<file path="src/rtl/fetch_queue.sv">
// fetch_queue: instruction-fetch unit with a decoupling instruction queue.
//
// Requests aligned fetch groups from the I-cache. Each returned group is
// trimmed to the slots at or after the fetch PC and written into a small
// circular queue together with the per-instruction PCs. Decode pops one
// instruction per cycle. A branch redirect flushes the queue and retargets
// the fetch PC. A response still in flight when the redirect arrives is
// swallowed in the DRAIN state.
//
// Handshakes (valid/ready, same meaning on every interface):
//   - A transfer happens on a rising clk edge where both valid and ready are 1.
//   - Once cache_req_valid is raised, it stays up and cache_req_addr stays
//     stable until acceptance. The one exception is a redirect, which may
//     withdraw an unaccepted request.
//   - cache_resp_valid is a one-cycle strobe with no ready; exactly one
//     response follows each accepted request.
//   - Decode pops the head entry when out_valid & in_enable.
//
// Ports:
//   clk, reset                 clock, asynchronous active-high reset
//   in_branch_taken_bool       redirect strobe
//   in_target                  redirect PC
//   cache_req_valid/addr/ready fetch-group request to the I-cache
//   cache_resp_valid/data      group response; slot 0 is in the LSBs
//   out_valid                  head instruction available
//   out_instruction_bits       head instruction
//   out_pc                     PC of the head instruction
//   in_enable                  decode ready
//
// Optional feature macro: FETCH_HALT_ON_ZERO_EN.
//   When defined, an all-zero instruction word stops enqueueing at that slot.
//   The fetcher then parks in HALT until the next redirect.

module fetch_queue #(
  parameter int ADDRESS_WIDTH     = 64,
  parameter int INSTRUCTION_WIDTH = 32,
  parameter int FETCH_WIDTH       = 2,
  parameter int QUEUE_DEPTH       = 4,
  parameter logic [ADDRESS_WIDTH-1:0] RESET_PC = '0
) (
  input  logic                                   clk,
  input  logic                                   reset,
  input  logic                                   in_branch_taken_bool,
  input  logic [ADDRESS_WIDTH-1:0]               in_target,
  output logic                                   cache_req_valid,
  output logic [ADDRESS_WIDTH-1:0]               cache_req_addr,
  input  logic                                   cache_req_ready,
  input  logic                                   cache_resp_valid,
  input  logic [FETCH_WIDTH*INSTRUCTION_WIDTH-1:0] cache_resp_data,
  output logic                                   out_valid,
  output logic [INSTRUCTION_WIDTH-1:0]           out_instruction_bits,
  output logic [ADDRESS_WIDTH-1:0]               out_pc,
  input  logic                                   in_enable
);

  // A depth of 1 still gets a 1-bit pointer over two storage slots. Only one
  // slot is ever occupied, because the occupancy counter caps at QUEUE_DEPTH.
  localparam int PTR_W     = (QUEUE_DEPTH > 1) ? $clog2(QUEUE_DEPTH) : 1;
  localparam int CNT_W     = PTR_W + 1;
  localparam int MEM_DEPTH = 1 << PTR_W;
  localparam int SLOT_W    = $clog2(FETCH_WIDTH) + 1;  // holds 0..FETCH_WIDTH
  localparam int GB_SHIFT  = $clog2(FETCH_WIDTH) + 2;  // log2(group bytes)

  localparam logic [ADDRESS_WIDTH-1:0] GROUP_MASK =
    ~((ADDRESS_WIDTH'(1) << GB_SHIFT) - ADDRESS_WIDTH'(1));
  localparam logic [ADDRESS_WIDTH-1:0] GROUP_BYTES = ADDRESS_WIDTH'(FETCH_WIDTH * 4);
  localparam logic [ADDRESS_WIDTH-1:0] SLOT_MASK   = ADDRESS_WIDTH'(FETCH_WIDTH - 1);
  localparam logic [ADDRESS_WIDTH-1:0] WORD_MASK   = ~ADDRESS_WIDTH'(3);
  localparam logic [CNT_W-1:0]         QD_C        = CNT_W'(QUEUE_DEPTH);
  localparam logic [CNT_W-1:0]         FW_C        = CNT_W'(FETCH_WIDTH);

  typedef enum logic [2:0] {
    S_IDLE  = 3'd0,
    S_REQ   = 3'd1,
    S_RESP  = 3'd2,
`ifdef FETCH_HALT_ON_ZERO_EN
    S_DRAIN = 3'd3,
    S_HALT  = 3'd4
`else
    S_DRAIN = 3'd3
`endif
  } state_t;

  state_t                   state, state_n;
  logic [ADDRESS_WIDTH-1:0] fetch_pc, fetch_pc_n;
  logic                     req_valid_q;

  logic [INSTRUCTION_WIDTH-1:0] mem_instr [MEM_DEPTH];
  logic [ADDRESS_WIDTH-1:0]     mem_pc    [MEM_DEPTH];
  logic [PTR_W-1:0]             rd_ptr, wr_ptr, rd_ptr_n;
  logic [CNT_W-1:0]             count, count_n, cnt_after_deq, free_cnt;

  logic                         out_valid_q;
  logic [INSTRUCTION_WIDTH-1:0] out_instr_q;
  logic [ADDRESS_WIDTH-1:0]     out_pc_q;

  logic [ADDRESS_WIDTH-1:0]     group_addr;
  logic [SLOT_W-1:0]            start_slot, avail;
  logic [FETCH_WIDTH*INSTRUCTION_WIDTH-1:0] shifted;
  logic [INSTRUCTION_WIDTH-1:0] enq_data [FETCH_WIDTH];
  logic [ADDRESS_WIDTH-1:0]     enq_pcs  [FETCH_WIDTH];
  logic [SLOT_W-1:0]            enq_cnt;
  logic                         zero_stop;

  logic req_accept, resp_fire, deq;

  assign cache_req_valid      = req_valid_q;
  assign cache_req_addr       = fetch_pc & GROUP_MASK;
  assign out_valid            = out_valid_q;
  assign out_instruction_bits = out_instr_q;
  assign out_pc               = out_pc_q;

  assign group_addr = fetch_pc & GROUP_MASK;
  assign start_slot = SLOT_W'((fetch_pc >> 2) & SLOT_MASK);
  assign avail      = SLOT_W'(FETCH_WIDTH) - start_slot;
  assign req_accept = req_valid_q & cache_req_ready;
  // A response landing together with a redirect belongs to the old path.
  assign resp_fire  = (state == S_RESP) & cache_resp_valid & ~in_branch_taken_bool;
  assign deq        = out_valid_q & in_enable;
  assign free_cnt   = QD_C - count;

  // Slot trimming: shift the group so the start slot lands in entry 0. Entry
  // i then carries PC (fetch_pc word-aligned) + 4*i.
  always_comb begin
    shifted   = cache_resp_data >> (int'(start_slot) * INSTRUCTION_WIDTH);
    enq_cnt   = '0;
    zero_stop = 1'b0;
    for (int i = 0; i < FETCH_WIDTH; i++) begin
      enq_data[i] = shifted[i*INSTRUCTION_WIDTH +: INSTRUCTION_WIDTH];
      enq_pcs[i]  = (fetch_pc & WORD_MASK) + ADDRESS_WIDTH'(i * 4);
      if ((SLOT_W'(i) < avail) && !zero_stop) begin
`ifdef FETCH_HALT_ON_ZERO_EN
        if (enq_data[i] == '0) zero_stop = 1'b1;
`endif
        if (!zero_stop) enq_cnt = SLOT_W'(i + 1);
      end
    end
  end

  // Next-state logic. The redirect overrides the normal transitions. If an
  // accepted request's response has not yet shown up, the next state is
  // DRAIN. A response arriving in the redirect cycle closes that request, so
  // the FSM does not wait for a second one.
  always_comb begin
    state_n = state;
    case (state)
      S_IDLE:  if (free_cnt >= FW_C) state_n = S_REQ;
      S_REQ:   if (req_accept) state_n = S_RESP;
      S_RESP: begin
        if (cache_resp_valid) begin
`ifdef FETCH_HALT_ON_ZERO_EN
          state_n = zero_stop ? S_HALT : S_IDLE;
`else
          state_n = S_IDLE;
`endif
        end
      end
      S_DRAIN: if (cache_resp_valid) state_n = S_IDLE;
`ifdef FETCH_HALT_ON_ZERO_EN
      S_HALT:  state_n = S_HALT;
`endif
      default: state_n = S_IDLE;
    endcase
    if (in_branch_taken_bool) begin
      if ((((state == S_RESP) || (state == S_DRAIN)) && !cache_resp_valid) ||
          ((state == S_REQ) && req_accept))
        state_n = S_DRAIN;
      else
        state_n = S_IDLE;
    end
  end

  always_comb begin
    fetch_pc_n = fetch_pc;
    if (in_branch_taken_bool) fetch_pc_n = in_target;
    else if (resp_fire)       fetch_pc_n = group_addr + GROUP_BYTES;
  end

  // cache_req_valid is registered from the next state. It therefore rises in
  // the same cycle that the state register first reads REQ.
  always_ff @(posedge clk or posedge reset) begin
    if (reset) begin
      state       <= S_IDLE;
      fetch_pc    <= RESET_PC;
      req_valid_q <= 1'b0;
    end else begin
      state       <= state_n;
      fetch_pc    <= fetch_pc_n;
      req_valid_q <= (state_n == S_REQ);
    end
  end

  // Queue bookkeeping. The request decision in IDLE uses the occupancy from
  // before this cycle's pop and push.
  always_comb begin
    rd_ptr_n      = rd_ptr + PTR_W'(deq);
    cnt_after_deq = count - CNT_W'(deq);
    count_n       = cnt_after_deq + (resp_fire ? CNT_W'(enq_cnt) : '0);
  end

  always_ff @(posedge clk) begin
    if (resp_fire) begin
      for (int i = 0; i < FETCH_WIDTH; i++) begin
        if (SLOT_W'(i) < enq_cnt) begin
          mem_instr[wr_ptr + PTR_W'(i)] <= enq_data[i];
          mem_pc[wr_ptr + PTR_W'(i)]    <= enq_pcs[i];
        end
      end
    end
  end

  // Head registers. When the queue empties, they keep their last value. When
  // the queue is empty after the pop, a same-cycle push bypasses straight
  // into the head registers.
  always_ff @(posedge clk or posedge reset) begin
    if (reset) begin
      rd_ptr      <= '0;
      wr_ptr      <= '0;
      count       <= '0;
      out_valid_q <= 1'b0;
      out_instr_q <= '0;
      out_pc_q    <= '0;
    end else if (in_branch_taken_bool) begin
      rd_ptr      <= '0;
      wr_ptr      <= '0;
      count       <= '0;
      out_valid_q <= 1'b0;
    end else begin
      rd_ptr      <= rd_ptr_n;
      wr_ptr      <= wr_ptr + (resp_fire ? PTR_W'(enq_cnt) : '0);
      count       <= count_n;
      out_valid_q <= (count_n != '0);
      if (cnt_after_deq != '0) begin
        out_instr_q <= mem_instr[rd_ptr_n];
        out_pc_q    <= mem_pc[rd_ptr_n];
      end else if (resp_fire && (enq_cnt != '0)) begin
        out_instr_q <= enq_data[0];
        out_pc_q    <= enq_pcs[0];
      end
    end
  end

endmodule

</file>
<file path="config.mk">
export PLATFORM = sky130hd
export DESIGN_NAME = fetch_queue
export DESIGN_NICKNAME = d
export VERILOG_FILES = /design/src/rtl/fetch_queue.sv
export SDC_FILE = /design/constraint.sdc
export NUM_CORES = 1
export LEC_CHECK = 0
export BUFFER_PORTS_ARGS = -buffer_cell sky130_fd_sc_hd__buf_2
export CAP_MARGIN = 0
export CORE_ASPECT_RATIO = 0.6
export CORE_MARGIN = 5
export CORE_UTILIZATION = 50
export DETAILED_ROUTE_END_ITERATION = 7
export PLACE_DENSITY = 0.8
export SLEW_MARGIN = 0
export SYNTH_ARGS = -nofsm -noshare
export SYNTH_HDL_FRONTEND = slang
export SYNTH_SLANG_ARGS = --single-unit
</file>
<file path="constraint.sdc">
create_clock -name clk -period 11.3 [get_ports clk]
set_input_delay 0.565 -clock clk [delete_from_list [all_inputs] [get_ports clk]]
set_output_delay 0.565 -clock clk [all_outputs]
set_load 0.1 [all_outputs]
</file>
* Word-level counts from Yosys, hierarchy flattened
Memories as Yosys holds them, arrays and structs flattened. Index checks and enable logic that the tools add are counted.
Word-level totals: register bits 172, word-level logic and storage cells 75, output and inout bits 162, bits in read-only memories 0, memories 2, RAM bits 384, bits in latches 0, input bits 134
Memory list:
- mem_pc | words 4, bits a word 64, rd ports 1, clocked after memory_dff 0, write ports 2, line 89 | logic [ADDRESS_WIDTH-1:0] mem_pc [MEM_DEPTH];
- mem_instr | words 4, bits a word 32, rd ports 1, clocked after memory_dff 0, write ports 2, line 88 | logic [INSTRUCTION_WIDTH-1:0] mem_instr [MEM_DEPTH];
Cells by class: div/mod/pow operators 0, multiply operators 0, add/subtract/negate cells 9, reduce and logical (&&, ||, !) cells 14, shift-type cells 1, multiplexer cells 26, eq/ne operators 4, bitwise gates (word level) 5, $lt $le $gt $ge 5
Operator list (count):
- 2-to-1 mux 64 bit | 4
- adder 64 x 3 -> 64 bit (second input constant) | 1
- adder 64 x 4 -> 64 bit (second input constant) | 1
- 2-to-1 mux 32 bit | 2
- right shift 64 x 6 -> 64 bit | 1
- 2-to-1 mux 3 bit | 5
- 2-to-1 mux 2 bit | 6
- one-hot mux 3 bit (3 select lines) | 1
- < comparator 1 x 2 -> 1 bit (first input constant) | 4
- 2-to-1 mux 1 bit | 8
- == test 3 x 1 -> 1 bit (second input constant) | 2
- == test 3 x 2 -> 1 bit (second input constant) | 2
- nonzero test 2 bit | 3
- nonzero test 3 bit | 2
- AND 1 bit | 4
- adder 3 x 2 -> 3 bit | 1
- >= comparator 3 x 2 -> 1 bit (second input constant) | 1
- logical AND 1 bit | 3
- logical NOT 3 bit | 1
- subtractor 3 x 1 -> 3 bit | 1
- subtractor 3 bit (first input constant) | 1
- adder 2 x 1 -> 2 bit | 1
- adder 2 x 1 -> 2 bit (second input constant) | 1
- adder 2 bit | 1
- other kinds (6) | 7

* Longest topological paths before layout
Gate-level depths: netlist of run 1.
word-level depth 8, mapped depth 11, depth with buffers taken out 8

* Worst setup path after synthesis of run 1
OpenSTA, ideal clock, no wires.
path kind input-to-reg, start point in in_branch_taken_bool, end point mem mem_instr[2][0] (enable), path buffers 3, required time 10638 ps, stages on the path 4, slack 3059 ps, arrival time 7579 ps, path through clkbuf_1 buf_1 clkbuf_1 nor3_1
RTL lines:
- start, declared | line 43 | input logic in_branch_taken_bool,
- end, declared | line 88

* Final worst setup path of run 1
start point reg out_valid_q (netlist: out_valid), end point reg out_instr_q[28] (netlist: out_instruction_bits[28])
Between the ends: cells in the longest elaborated chain, start to end 5, elaborated cells on any way between the ends 8
RTL lines:
- start, declared | line 93 | logic out_valid_q;
- start signal, assigned | line 232 | out_valid_q <= (count_n != '0);
- AND 1 bit (*) | line 119 | assign deq = out_valid_q & in_enable;
- subtractor 3 x 1 -> 3 bit | line 197 | cnt_after_deq = count - CNT_W'(deq);
- nonzero test 3 bit | line 233 | if (cnt_after_deq != '0) begin
- nonzero test 2 bit (no line)
- AND reduction 2 bit (no line)
- end signal, assigned | line 234 | out_instr_q <= mem_instr[rd_ptr_n];
- end signal, assigned | line 237 | out_instr_q <= enq_data[0];
- end, declared | line 94 | logic [INSTRUCTION_WIDTH-1:0] out_instr_q;
Every way passes the cells marked *; elsewhere a longest branch is shown, timed or not. A chain may end at the register's enable or synchronous reset.

==> out/qor.tcl, run 1 <==
set qor(report.final.slew_viol_count) 0
set qor(critPathMaxFanout) 51
set qor(synth.avg_cell_area_um2) 12.2
set qor(hold_viol_final) 0
set qor(grt_antenna_before_repair) 9
set qor(skew_ps) 25.7
set qor(initial_utilization_pct) 50.4
set qor(die_area_mm2) 0.0577
set qor(numPortBuffers) 288
set qor(gate_power_share_pct) 40.4
set qor(worst_pin_slew_ps) 1240
set qor(cts-buffers-inserted) 51
set qor(final.setup.tns_ps) 0
set qor(startpoint) {out_valid}
set qor(netlist_top_cells_area) {sky130_fd_sc_hd__edfxtp_1 43%, sky130_fd_sc_hd__dfrtp_1 16%, sky130_fd_sc_hd__mux4_2 8.0%}
set qor(cts_num_sinks) 544
set qor(netlist_area_mm2) 0.0264
set qor(cts_tree) {yes}
set qor(sequentialPowerShare_pct) 35.6
set qor(maxCapViolations) 0
set qor(post_cts_buffers) 0
set qor(crit_type) {reg -> reg}
set qor(layout-area-overhead-vs-synth_pct) 12.1
set qor(synthArstFlopShare_pct) 30.9
set qor(leakage_nw) 10.6
set qor(regToRegEndpoint) {out_instruction_bits[28]}
set qor(worst_setup_path_start_kind) {register}
set qor(synth-seq-cells) 544
set qor(ys_warn_count) 0
set qor(avgRoutedWirePerCell_um) 24.4
set qor(finalWirelength_um) 73700
set qor(routed_via_density) 6.05
set qor(power_per_cell_area_mw_per_mm2) 240
set qor(grt_setup_unrepaired) {no}
set qor(die_height_um) 188
set qor(swShare_pct) 44.5
set qor(final_design_area_no_fill_mm2) 0.0296
set qor(synth_top_cell_area_share_pct) 42.7
set qor(htreeDepth) 2
set qor(synth.largest_area_cell) {sky130_fd_sc_hd__edfxtp_1}
set qor(top_level_ports) 296
set qor(root_buffer) {sky130_fd_sc_hd__clkbuf_16}
set qor(coreArea_mm2) 0.0524
set qor(clkLatencyLatePin_ps) 590
set qor(p_int_mw) 3.95
set qor(reg2reg_from) {out_valid}
set qor(synth_cell_types) 60
set qor(post_layout_nonfiller_instances) 3017
set qor(grt_start_max_net_pins) 117
set qor(outcome) {complete, no violations}
set qor(power_mw) 7.12
set qor(rrSetupSlack_ps) 7240
set qor(clockPowerShare_pct) 23.9
set qor(ir_worst_vdd_mv) 0.140
set qor(cts_repair_resize_count) 0
set qor(synthesis.instances) 2170
set qor(drc_errors) 0
set qor(worst_slew_margin_rel_pct) 17.7
set qor(most-common-layout-cells) {376 x sky130_fd_sc_hd__edfxtp_1, 297 x sky130_fd_sc_hd__nor2_1, 287 x sky130_fd_sc_hd__buf_2, 167 x sky130_fd_sc_hd__dfrtp_1, 132 x sky130_fd_sc_hd__nand2_1}
set qor(drt_iter0_drc) 2208
set qor(finalSetupViolations) 0
set qor(cts.reportedPaths.clkPinSlew_ps) 60
set qor(seq_area_frac_synth_pct) 58.7
set qor(overflow) 0
set qor(power_switching_mw) 3.17
set qor(placedCellCount) 2914
set qor(worst-r2r-cell-count) 10
set qor(final_layout_size_suffix_gt1_share_pct) 27.1
set qor(total_placed_instance_area_mm2) 0.0280
set qor(placement_rows) 65
set qor(final_common_cell) {sky130_fd_sc_hd__edfxtp_1}
set qor(critical_path_required_ps) 11760
set qor(grt_pass1_vias) 18800
set qor(post-dp-hpwl_um) 46300
set qor(number_of_iterations_in_the_first_detailed_routing_pass) 6
set qor(post_cts_hold_buffer_count) 0
set qor(clk_path_buf_depth) 3
set qor(chipWidth_um) 307
set qor(synth_enable_flop_cells) 376
set qor(place_congestion) 0.861
set qor(detail-route-antenna-nets) 0
set qor(max_freq_mhz) 246
set qor(postSynth.topFlopCell) {sky130_fd_sc_hd__edfxtp_1}
set qor(critical_path_arrival_ps) 4520
set qor(routed-via-count) 18200
set qor(final.period_utilization_pct) 35.9
set qor(finalNetCount) 2408
set qor(finalCriticalPeriod_ps) 4060
set qor(worstHoldPathType) {in -> async}
set qor(critPathCaptureType) {register}
set qor(groute.usage.overall_pct) 25.1
set qor(grt_pass1_wl_um) 113000
power groups by stage:
stage                     logic [mW]  clock network (mW)  registers [mW]
after floorplan                 1.01                   0            3.86
after global placement          2.85                   0            2.56
after detailed placement        2.88                   0            2.57
after CTS                       2.89                1.71            2.53
after global routing            3.01                1.81            2.56
final                           2.88                1.70            2.54
metal layers:
metal	GRT usage, %	part of all wire (%)	vias to the layer above	wire length [um]
li1	-	-	7973	-
met1	34.7	40	9100	29400
met2	40.1	47	998	34800
met3	5.53	9.8	168	7250
met4	7.94	3.1	6	2310
met5	0	0.037	-	27
sequential cells by signal, indices dropped and copies added, names as in the netlist:
| signal | flops |
|---|---|
| out_pc | 62 |
| wr_ptr | 2 |
| cache_req_valid | 1 |
| rd_ptr | 2 |
| state | 3 |
| count | 3 |
| fetch_pc | 62 |
| mem_pc | 248 |
| mem_instr | 128 |
| out_instruction_bits | 32 |
| out_valid | 1 |
kinds of logic (layout without fill, tap and decap cells):
family                     Yosys count  count (layout)  synth area share (%)
AOI/OAI and AO/OA                  276             276                  6.00
xor gates and xnor gates           168             168                  5.57
adders and majority gates           10              10                 0.502
buffers and inverters              309             441                  4.79
DFF                                544             544                  58.7
muxes                              203             203                  12.5
other                                1              13                0.0142
and+or+nand+nor                    659             659                  11.9
per-stage QoR:
| step | setup slack, ps | utilization (%) | hold slack [ps] |
|---|---|---|---|
| detailed placement | 7010 | 53.4 | 509 |
| floorplan | 3060 | - | 497 |
| global route | 7100 | 56.5 | 187 |
| CTS | 7270 | 56.5 | 169 |
| global placement | 7050 | 53.4 | 489 |
| finish | 7240 | 56.5 | 175 |
worst max-delay path, cell delays in order (launching register included):
cell and delay (ps):
sky130_fd_sc_hd__dfrtp_1 370, sky130_fd_sc_hd__and2_1 200, sky130_fd_sc_hd__ha_1 200, sky130_fd_sc_hd__ha_1 200
sky130_fd_sc_hd__xnor2_1 170, sky130_fd_sc_hd__and3_1 200, sky130_fd_sc_hd__buf_4 250, sky130_fd_sc_hd__a21oi_4 670
sky130_fd_sc_hd__buf_4 610, sky130_fd_sc_hd__buf_4 620, sky130_fd_sc_hd__mux2_2 400
Yosys cell counts (10+ instances only):
| master | number |
|---|---|
| sky130_fd_sc_hd__buf_1 | 23 |
| sky130_fd_sc_hd__nor2_1 | 299 |
| sky130_fd_sc_hd__mux4_2 | 94 |
| sky130_fd_sc_hd__mux2i_1 | 25 |
| sky130_fd_sc_hd__nor4_1 | 15 |
| sky130_fd_sc_hd__a31oi_1 | 12 |
| sky130_fd_sc_hd__xnor2_1 | 70 |
| sky130_fd_sc_hd__nor3_1 | 48 |
| sky130_fd_sc_hd__a22o_1 | 10 |
| sky130_fd_sc_hd__nand2_1 | 136 |
| sky130_fd_sc_hd__o21ai_0 | 53 |
| sky130_fd_sc_hd__dfrtp_1 | 168 |
| sky130_fd_sc_hd__inv_1 | 13 |
| sky130_fd_sc_hd__o22ai_1 | 68 |
| sky130_fd_sc_hd__and4_1 | 12 |
| sky130_fd_sc_hd__a21oi_1 | 110 |
| sky130_fd_sc_hd__nand3_1 | 42 |
| sky130_fd_sc_hd__nor2b_1 | 15 |
| sky130_fd_sc_hd__clkbuf_1 | 213 |
| sky130_fd_sc_hd__buf_2 | 42 |
| sky130_fd_sc_hd__edfxtp_1 | 376 |
| sky130_fd_sc_hd__nand4_1 | 34 |
| sky130_fd_sc_hd__mux2_2 | 84 |
| sky130_fd_sc_hd__buf_4 | 10 |
| sky130_fd_sc_hd__xor2_1 | 98 |
| sky130_fd_sc_hd__and3_1 | 11 |
layout make-up:
class / count / area (um^2)
timing repair buffer: 327 / 1740
sequential: 544 / 15500
tap: 703 / 880
multi-input combinational: 1322 / 9770
clock inverter: 18 / 136
antenna: 7 / 17.5
fill: 4203 / 22800
inverter: 18 / 75.1
clock buffer: 78 / 1510
worst max path at each step:
stage | end | slack, ps
after floorplan | mem_instr[2][0] | 3060
after global routing | out_instruction_bits[28] | 7100
after global placement | out_instruction_bits[28] | 7050
after CTS | out_instruction_bits[28] | 7270
after detailed placement | out_instruction_bits[28] | 7010
final | out_instruction_bits[28] | 7240
(Power assumes the default switching activity.)
==> run 2, diff against run 1 <==
Settings changed: PLACE_DENSITY 0.8 to 0.83.
Clock period 11.3 ns to 3.7 ns, I/O delays scaled along.
==> out/qor.tcl, run 2 (synthesis gave the netlist of run 1 again) <==
set qor(outcome) {complete, no violations}
set qor(worst_setup_path_start_kind) {register}
set qor(final.period_utilization_pct) 90.9
set qor(maxCapViolations) 0
set qor(die_height_um) 188
set qor(critPathCaptureType) {register}
set qor(final_design_area_no_fill_mm2) 0.0314
set qor(numPortBuffers) 288
set qor(htreeDepth) 2
set qor(final_common_cell) {sky130_fd_sc_hd__edfxtp_1}
set qor(grt_pass1_wl_um) 119000
set qor(post-dp-hpwl_um) 48700
set qor(swShare_pct) 44.3
set qor(clk_path_buf_depth) 3
set qor(crit_path_cell_trace) {nand4bb_4 -> nor2_1 -> nand2_1 -> nand2_1 -> buf_4 -> mux2_2 -> dlygate4sd3_1}
set qor(placement_rows) 65
set qor(overflow) 0
set qor(place_congestion) 0.888
set qor(final_layout_size_suffix_gt1_share_pct) 26.2
set qor(globalRouteMet2Util_pct) 43.0
set qor(coreArea_mm2) 0.0524
set qor(cts_num_sinks) 544
set qor(most-common-layout-cells) {376 x sky130_fd_sc_hd__edfxtp_1, 297 x sky130_fd_sc_hd__nor2_1, 287 x sky130_fd_sc_hd__buf_2, 167 x sky130_fd_sc_hd__dfrtp_1, 148 x sky130_fd_sc_hd__dlygate4sd3_1}
set qor(largest_reg_flops) 248
set qor(grt_antenna_before_repair) 8
set qor(worstHoldPathType) {in -> reg}
set qor(worst_path_largest_cell_delay_ps) 560
set qor(initial_utilization_pct) 50.4
set qor(cpMaxStageDelayCell) {sky130_fd_sc_hd__dlygate4sd3_1}
set qor(drt_iter0_drc) 2416
set qor(top_level_ports) 296
set qor(gr-usage-met3_pct) 6.55
set qor(avgRoutedWirePerCell_um) 24.5
set qor(chipWidth_um) 307
set qor(cts-buffers-inserted) 51
set qor(power_per_cell_area_mw_per_mm2) 706
set qor(top_usage_layer) {met2}
set qor(detail-route-antenna-nets) 0
set qor(regMostFlops) {mem_pc}
set qor(critical_path_required_ps) 4030
set qor(cts_repair_resize_count) 0
set qor(grt_setup_unrepaired) {no}
set qor(grt_start_max_net_pins) 112
set qor(report.final.slew_viol_count) 0
set qor(finalSetupViolations) 0
set qor(use_met1_pct) 35.1
set qor(worst_slew_margin_rel_pct) 38.0
set qor(finalNetCount) 2583
set qor(critical-path-top-cell-by-count) {sky130_fd_sc_hd__nand2_1}
set qor(ir_worst_vdd_mv) 0.700
set qor(root_buffer) {sky130_fd_sc_hd__clkbuf_16}
set qor(placedCellCount) 2941
set qor(routed_via_density) 6.12
set qor(sequentialPowerShare_pct) 34.8
set qor(total_placed_instance_area_mm2) 0.0283
set qor(cts.reportedPaths.clkPinSlew_ps) 60
set qor(max_freq_mhz) 297
set qor(cts_tree) {yes}
set qor(grt_pass1_vias) 20200
set qor(p_int_mw) 12.4
set qor(leakage_nw) 11.4
set qor(drc_errors) 0
set qor(critPathMaxFanout) 30
set qor(skew_ps) 26.9
set qor(power_switching_mw) 9.84
set qor(gate_power_share_pct) 41.2
set qor(post_layout_nonfiller_instances) 3189
set qor(number_of_iterations_in_the_first_detailed_routing_pass) 6
set qor(routed-via-count) 19500
set qor(hold_viol_final) 0
set qor(post-route-worst-setup-slack_ps) 335
set qor(placement.setup.worst_slack_ps) 585
set qor(clockPowerShare_pct) 24.0
set qor(reg.largest.list) {mem_pc (248), mem_instr (128)}
set qor(crit_type) {reg -> reg}
set qor(worst_pin_slew_ps) 925
set qor(clkLatencyLatePin_ps) 590
set qor(finalWirelength_um) 78200
set qor(die_area_mm2) 0.0577
set qor(layout-area-overhead-vs-synth_pct) 19.0
set qor(finalCriticalPeriod_ps) 3360
set qor(groute.usage.overall_pct) 26.6
set qor(critical_path_arrival_ps) 3690
## run 2: cell count changes in the layout (fill, tap and decap cells not counted), moves of 2 or more
cell                            previous run  this run
sky130_fd_sc_hd__dlygate4sd3_1             0       148
sky130_fd_sc_hd__buf_4                    40        58
sky130_fd_sc_hd__clkinv_2                  5         7
sky130_fd_sc_hd__clkinv_1                  8        11
sky130_fd_sc_hd__clkbuf_8                 11         4
sky130_fd_sc_hd__buf_12                    0         9
sky130_fd_sc_hd__diode_2                   7         5
sky130_fd_sc_hd__bufinv_16                 1         4
## run 2: per-layer routing
layer  vias to the layer above  part of all wire, %
met5                         -                0.052
met3                       255                   12
met2                      1396                   47
met4                         6                  4.1
met1                      9544                   37
li1                       8301                    -
## run 2: worst max-delay path, delay by kind of cell (launching register included)
kind | cells | cell delay, ps
buf+inv | 2 | 1010
flops | 1 | 430
mux | 1 | 400
simple gates | 4 | 1220
## run 2: power by group through the flow
stage	logic (mW)	clock network, mW	registers [mW]
5_1_grt	9.58	5.64	7.79
4_1_cts	9.10	5.36	7.70
3_3_place_gp	8.81	0	7.78
3_5_place_dp	8.94	0	7.82
6_report	9.15	5.33	7.72
2_1_floorplan	3.07	0	11.8
## run 2: per-stage QoR
step	setup TNS, ps	power, mW	util, %	hold WS, ps
floorplan	-1970	14.9	-	304
global placement	0	16.6	54.0	394
detailed placement	0	16.8	54.0	395
CTS	0	22.2	60.0	7.58
global route	0	23.0	60.0	50.0
finish	0	22.2	60.0	41.6
## run 2: worst paths after layout
kind,startpoint,to,slack [ps],depth (start not counted)
max reg2reg,state[0],mem_instr[3][7],340,7
min reg2reg,out_instruction_bits[23],out_instruction_bits[23],520,2
min,cache_resp_data[45],mem_instr[0][13],40,3
max,state[0],mem_instr[3][7],340,7
max in group asynchronous,reset,out_pc[10],2720,4
min in group asynchronous,reset,out_pc[44],340,4
## run 2: final cells by class
class / count / area, um^2
multi-input combinational: 1322 / 9780
clock buffer: 71 / 1430
clock inverter: 24 / 228
tap: 703 / 880
antenna: 5 / 12.5
sequential: 544 / 15500
inverter: 18 / 71.3
timing repair buffer: 502 / 3530
fill: 3912 / 20900
## run 2: repair_timing
action	CTS	global route
hold buffers	148	0
hold endpoints to repair	340	0
buffers inserted	0	0
==> run 3, diff against run 2 <==
Settings changed: CORE_MARGIN 5 to unset.
==> out/qor.tcl, run 3 (synthesis gave the netlist of run 1 again) <==
set qor(clk_path_buf_depth) 3
set qor(globalRouteMet2Util_pct) 45.5
set qor(cts_num_sinks) 544
set qor(power_per_cell_area_mw_per_mm2) 706
set qor(final_common_cell) {sky130_fd_sc_hd__edfxtp_1}
set qor(placement_rows) 64
set qor(worst_slew_margin_rel_pct) 42.4
set qor(die_height_um) 180
set qor(htreeDepth) 2
set qor(drc_errors) 0
set qor(final_util_pct) 60.8
set qor(cts_tree) {yes}
set qor(critPathCaptureType) {register}
set qor(max_freq_mhz) 301
set qor(gr-usage-met3_pct) 5.75
set qor(routed-via-count) 19800
set qor(largest_reg_flops) 248
set qor(regMostFlops) {mem_pc}
set qor(number_of_iterations_in_the_first_detailed_routing_pass) 6
set qor(cts_repair_resize_count) 0
set qor(layout-area-overhead-vs-synth_pct) 18.8
set qor(die_area_mm2) 0.0538
set qor(use_met1_pct) 38.0
set qor(most-common-layout-cells) {376 x sky130_fd_sc_hd__edfxtp_1, 297 x sky130_fd_sc_hd__nor2_1, 287 x sky130_fd_sc_hd__buf_2, 167 x sky130_fd_sc_hd__dfrtp_1, 148 x sky130_fd_sc_hd__dlygate4sd3_1}
set qor(chipWidth_um) 299
set qor(cts.reportedPaths.clkPinSlew_ps) 70
set qor(placement.setup.worst_slack_ps) 685
set qor(skew_ps) 29.7
set qor(finalCriticalPeriod_ps) 3320
set qor(finalNetCount) 2584
set qor(maxCapViolations) 0
set qor(grt_pass1_wl_um) 118000
set qor(outcome) {complete, no violations}
set qor(critical_path_arrival_ps) 3660
set qor(grt_setup_unrepaired) {no}
set qor(crit_type) {reg -> reg}
set qor(startpoint) {state[0]}
set qor(grt_start_max_net_pins) 97
set qor(cts-buffers-inserted) 50
set qor(initial_utilization_pct) 51.2
set qor(final.period_utilization_pct) 89.7
set qor(ir_worst_vdd_mv) 0.587
set qor(finalWirelength_um) 78200
set qor(clkLatencyLatePin_ps) 590
set qor(avgRoutedWirePerCell_um) 24.6
set qor(drt_iter0_drc) 2308
set qor(worst_pin_slew_ps) 863
set qor(root_buffer) {sky130_fd_sc_hd__clkbuf_16}
set qor(final_layout_size_suffix_gt1_share_pct) 26.3
set qor(overflow) 0
set qor(grt_pass1_vias) 20000
set qor(worstHoldPathType) {in -> reg}
set qor(place_congestion) 0.877
set qor(report.final.slew_viol_count) 0
set qor(leakage_nw) 11.4
set qor(worst_setup_path_start_kind) {register}
set qor(critPathMaxFanout) 30
set qor(finalSetupViolations) 0
set qor(reg2reg_from) {state[0]}
set qor(critical_path_required_ps) 4040
set qor(top_usage_layer) {met2}
set qor(hold_viol_final) 0
set qor(worst_hold_startpoint) {cache_resp_valid}
set qor(post-dp-hpwl_um) 47700
set qor(detail-route-antenna-nets) 0
set qor(post-route-worst-setup-slack_ps) 380
set qor(reg.largest.list) {mem_pc (248), mem_instr (128)}
set qor(coreArea_mm2) 0.0516
set qor(routed_via_density) 6.22
set qor(top_level_ports) 296
set qor(numPortBuffers) 288
set qor(groute.usage.overall_pct) 28.7
set qor(grt_antenna_before_repair) 5
run 3: changes by cell type in the layout (fill, tap and decap cells not counted), moves of 2 or more:
cell,previous run,this run
sky130_fd_sc_hd__clkinv_2,7,13
sky130_fd_sc_hd__buf_4,58,60
sky130_fd_sc_hd__clkbuf_1,14,12
sky130_fd_sc_hd__clkbuf_16,53,51
sky130_fd_sc_hd__clkinvlp_4,4,2
run 3: where the power goes:
part,switching [mW],leakage [nW],total (mW),internal (mW)
clock network,2.34,0.791,5.22,2.87
registers,0.554,5.31,7.75,7.19
logic,7.00,5.30,9.19,2.19
run 3: final cells by class:
class	instances	area, um^2
Clock buffer	66	1360
Inverter	18	71.3
Tap cell	693	867
Fill cell	3815	20200
Sequential cell	544	15500
Timing Repair Buffer	504	3550
Multi-Input combinational cell	1322	9780
Clock inverter	27	236
Antenna cell	5	12.5
run 3: path summary, 6_finish.rpt:
kind / to / slack [ps] / depth (start not counted)
worst max-delay path: mem_instr[3][27] / 380 / 7
worst min-delay path: state[1] / 50 / 3
worst max register to register: mem_instr[3][27] / 380 / 7
worst min register to register: out_instruction_bits[28] / 520 / 1
max in group asynchronous: out_pc[10] / 2440 / 4
min in group asynchronous: out_pc[33] / 180 / 3
run 3: critical path: stages (launching register included):
cell                            delay, ps
sky130_fd_sc_hd__dfrtp_1              430
sky130_fd_sc_hd__nand4bb_4            470
sky130_fd_sc_hd__nor2_1               530
sky130_fd_sc_hd__nand2_1              110
sky130_fd_sc_hd__nand2_1               90
sky130_fd_sc_hd__buf_4                440
sky130_fd_sc_hd__mux2_2               400
sky130_fd_sc_hd__dlygate4sd3_1        560
run 3: layer usage:
layer  vias up  wire, um
met2      1366     36900
met1      9787     28800
li1       8331         -
met4         0      4000
met3       287      8490
met5         -         0
run 3: what timing repair did:
item / 4_1_cts / 5_1_grt
endpoints found under the hold margin: 183 / 0
hold buffers: 148 / 0
buffers inserted: 0 / 0
run 3: stage by stage:
| step | instances | power [mW] | setup TNS, ps | hold WS [ps] | instance area, um^2 |
|---|---|---|---|---|---|
| 6_report | 3179 | 22.2 | 0 | 51.0 | 31400 |
| 5_1_grt | 3179 | 22.9 | 0 | 41.1 | 31400 |
| 4_1_cts | 3174 | 22.0 | 0 | 1.66 | 31400 |
| 3_5_place_dp | 2933 | 16.8 | 0 | 247 | 28300 |
| 3_3_place_gp | 2933 | 16.6 | 0 | 239 | 28300 |
| 2_1_floorplan | 2175 | 14.9 | -1970 | 304 | 26500 |
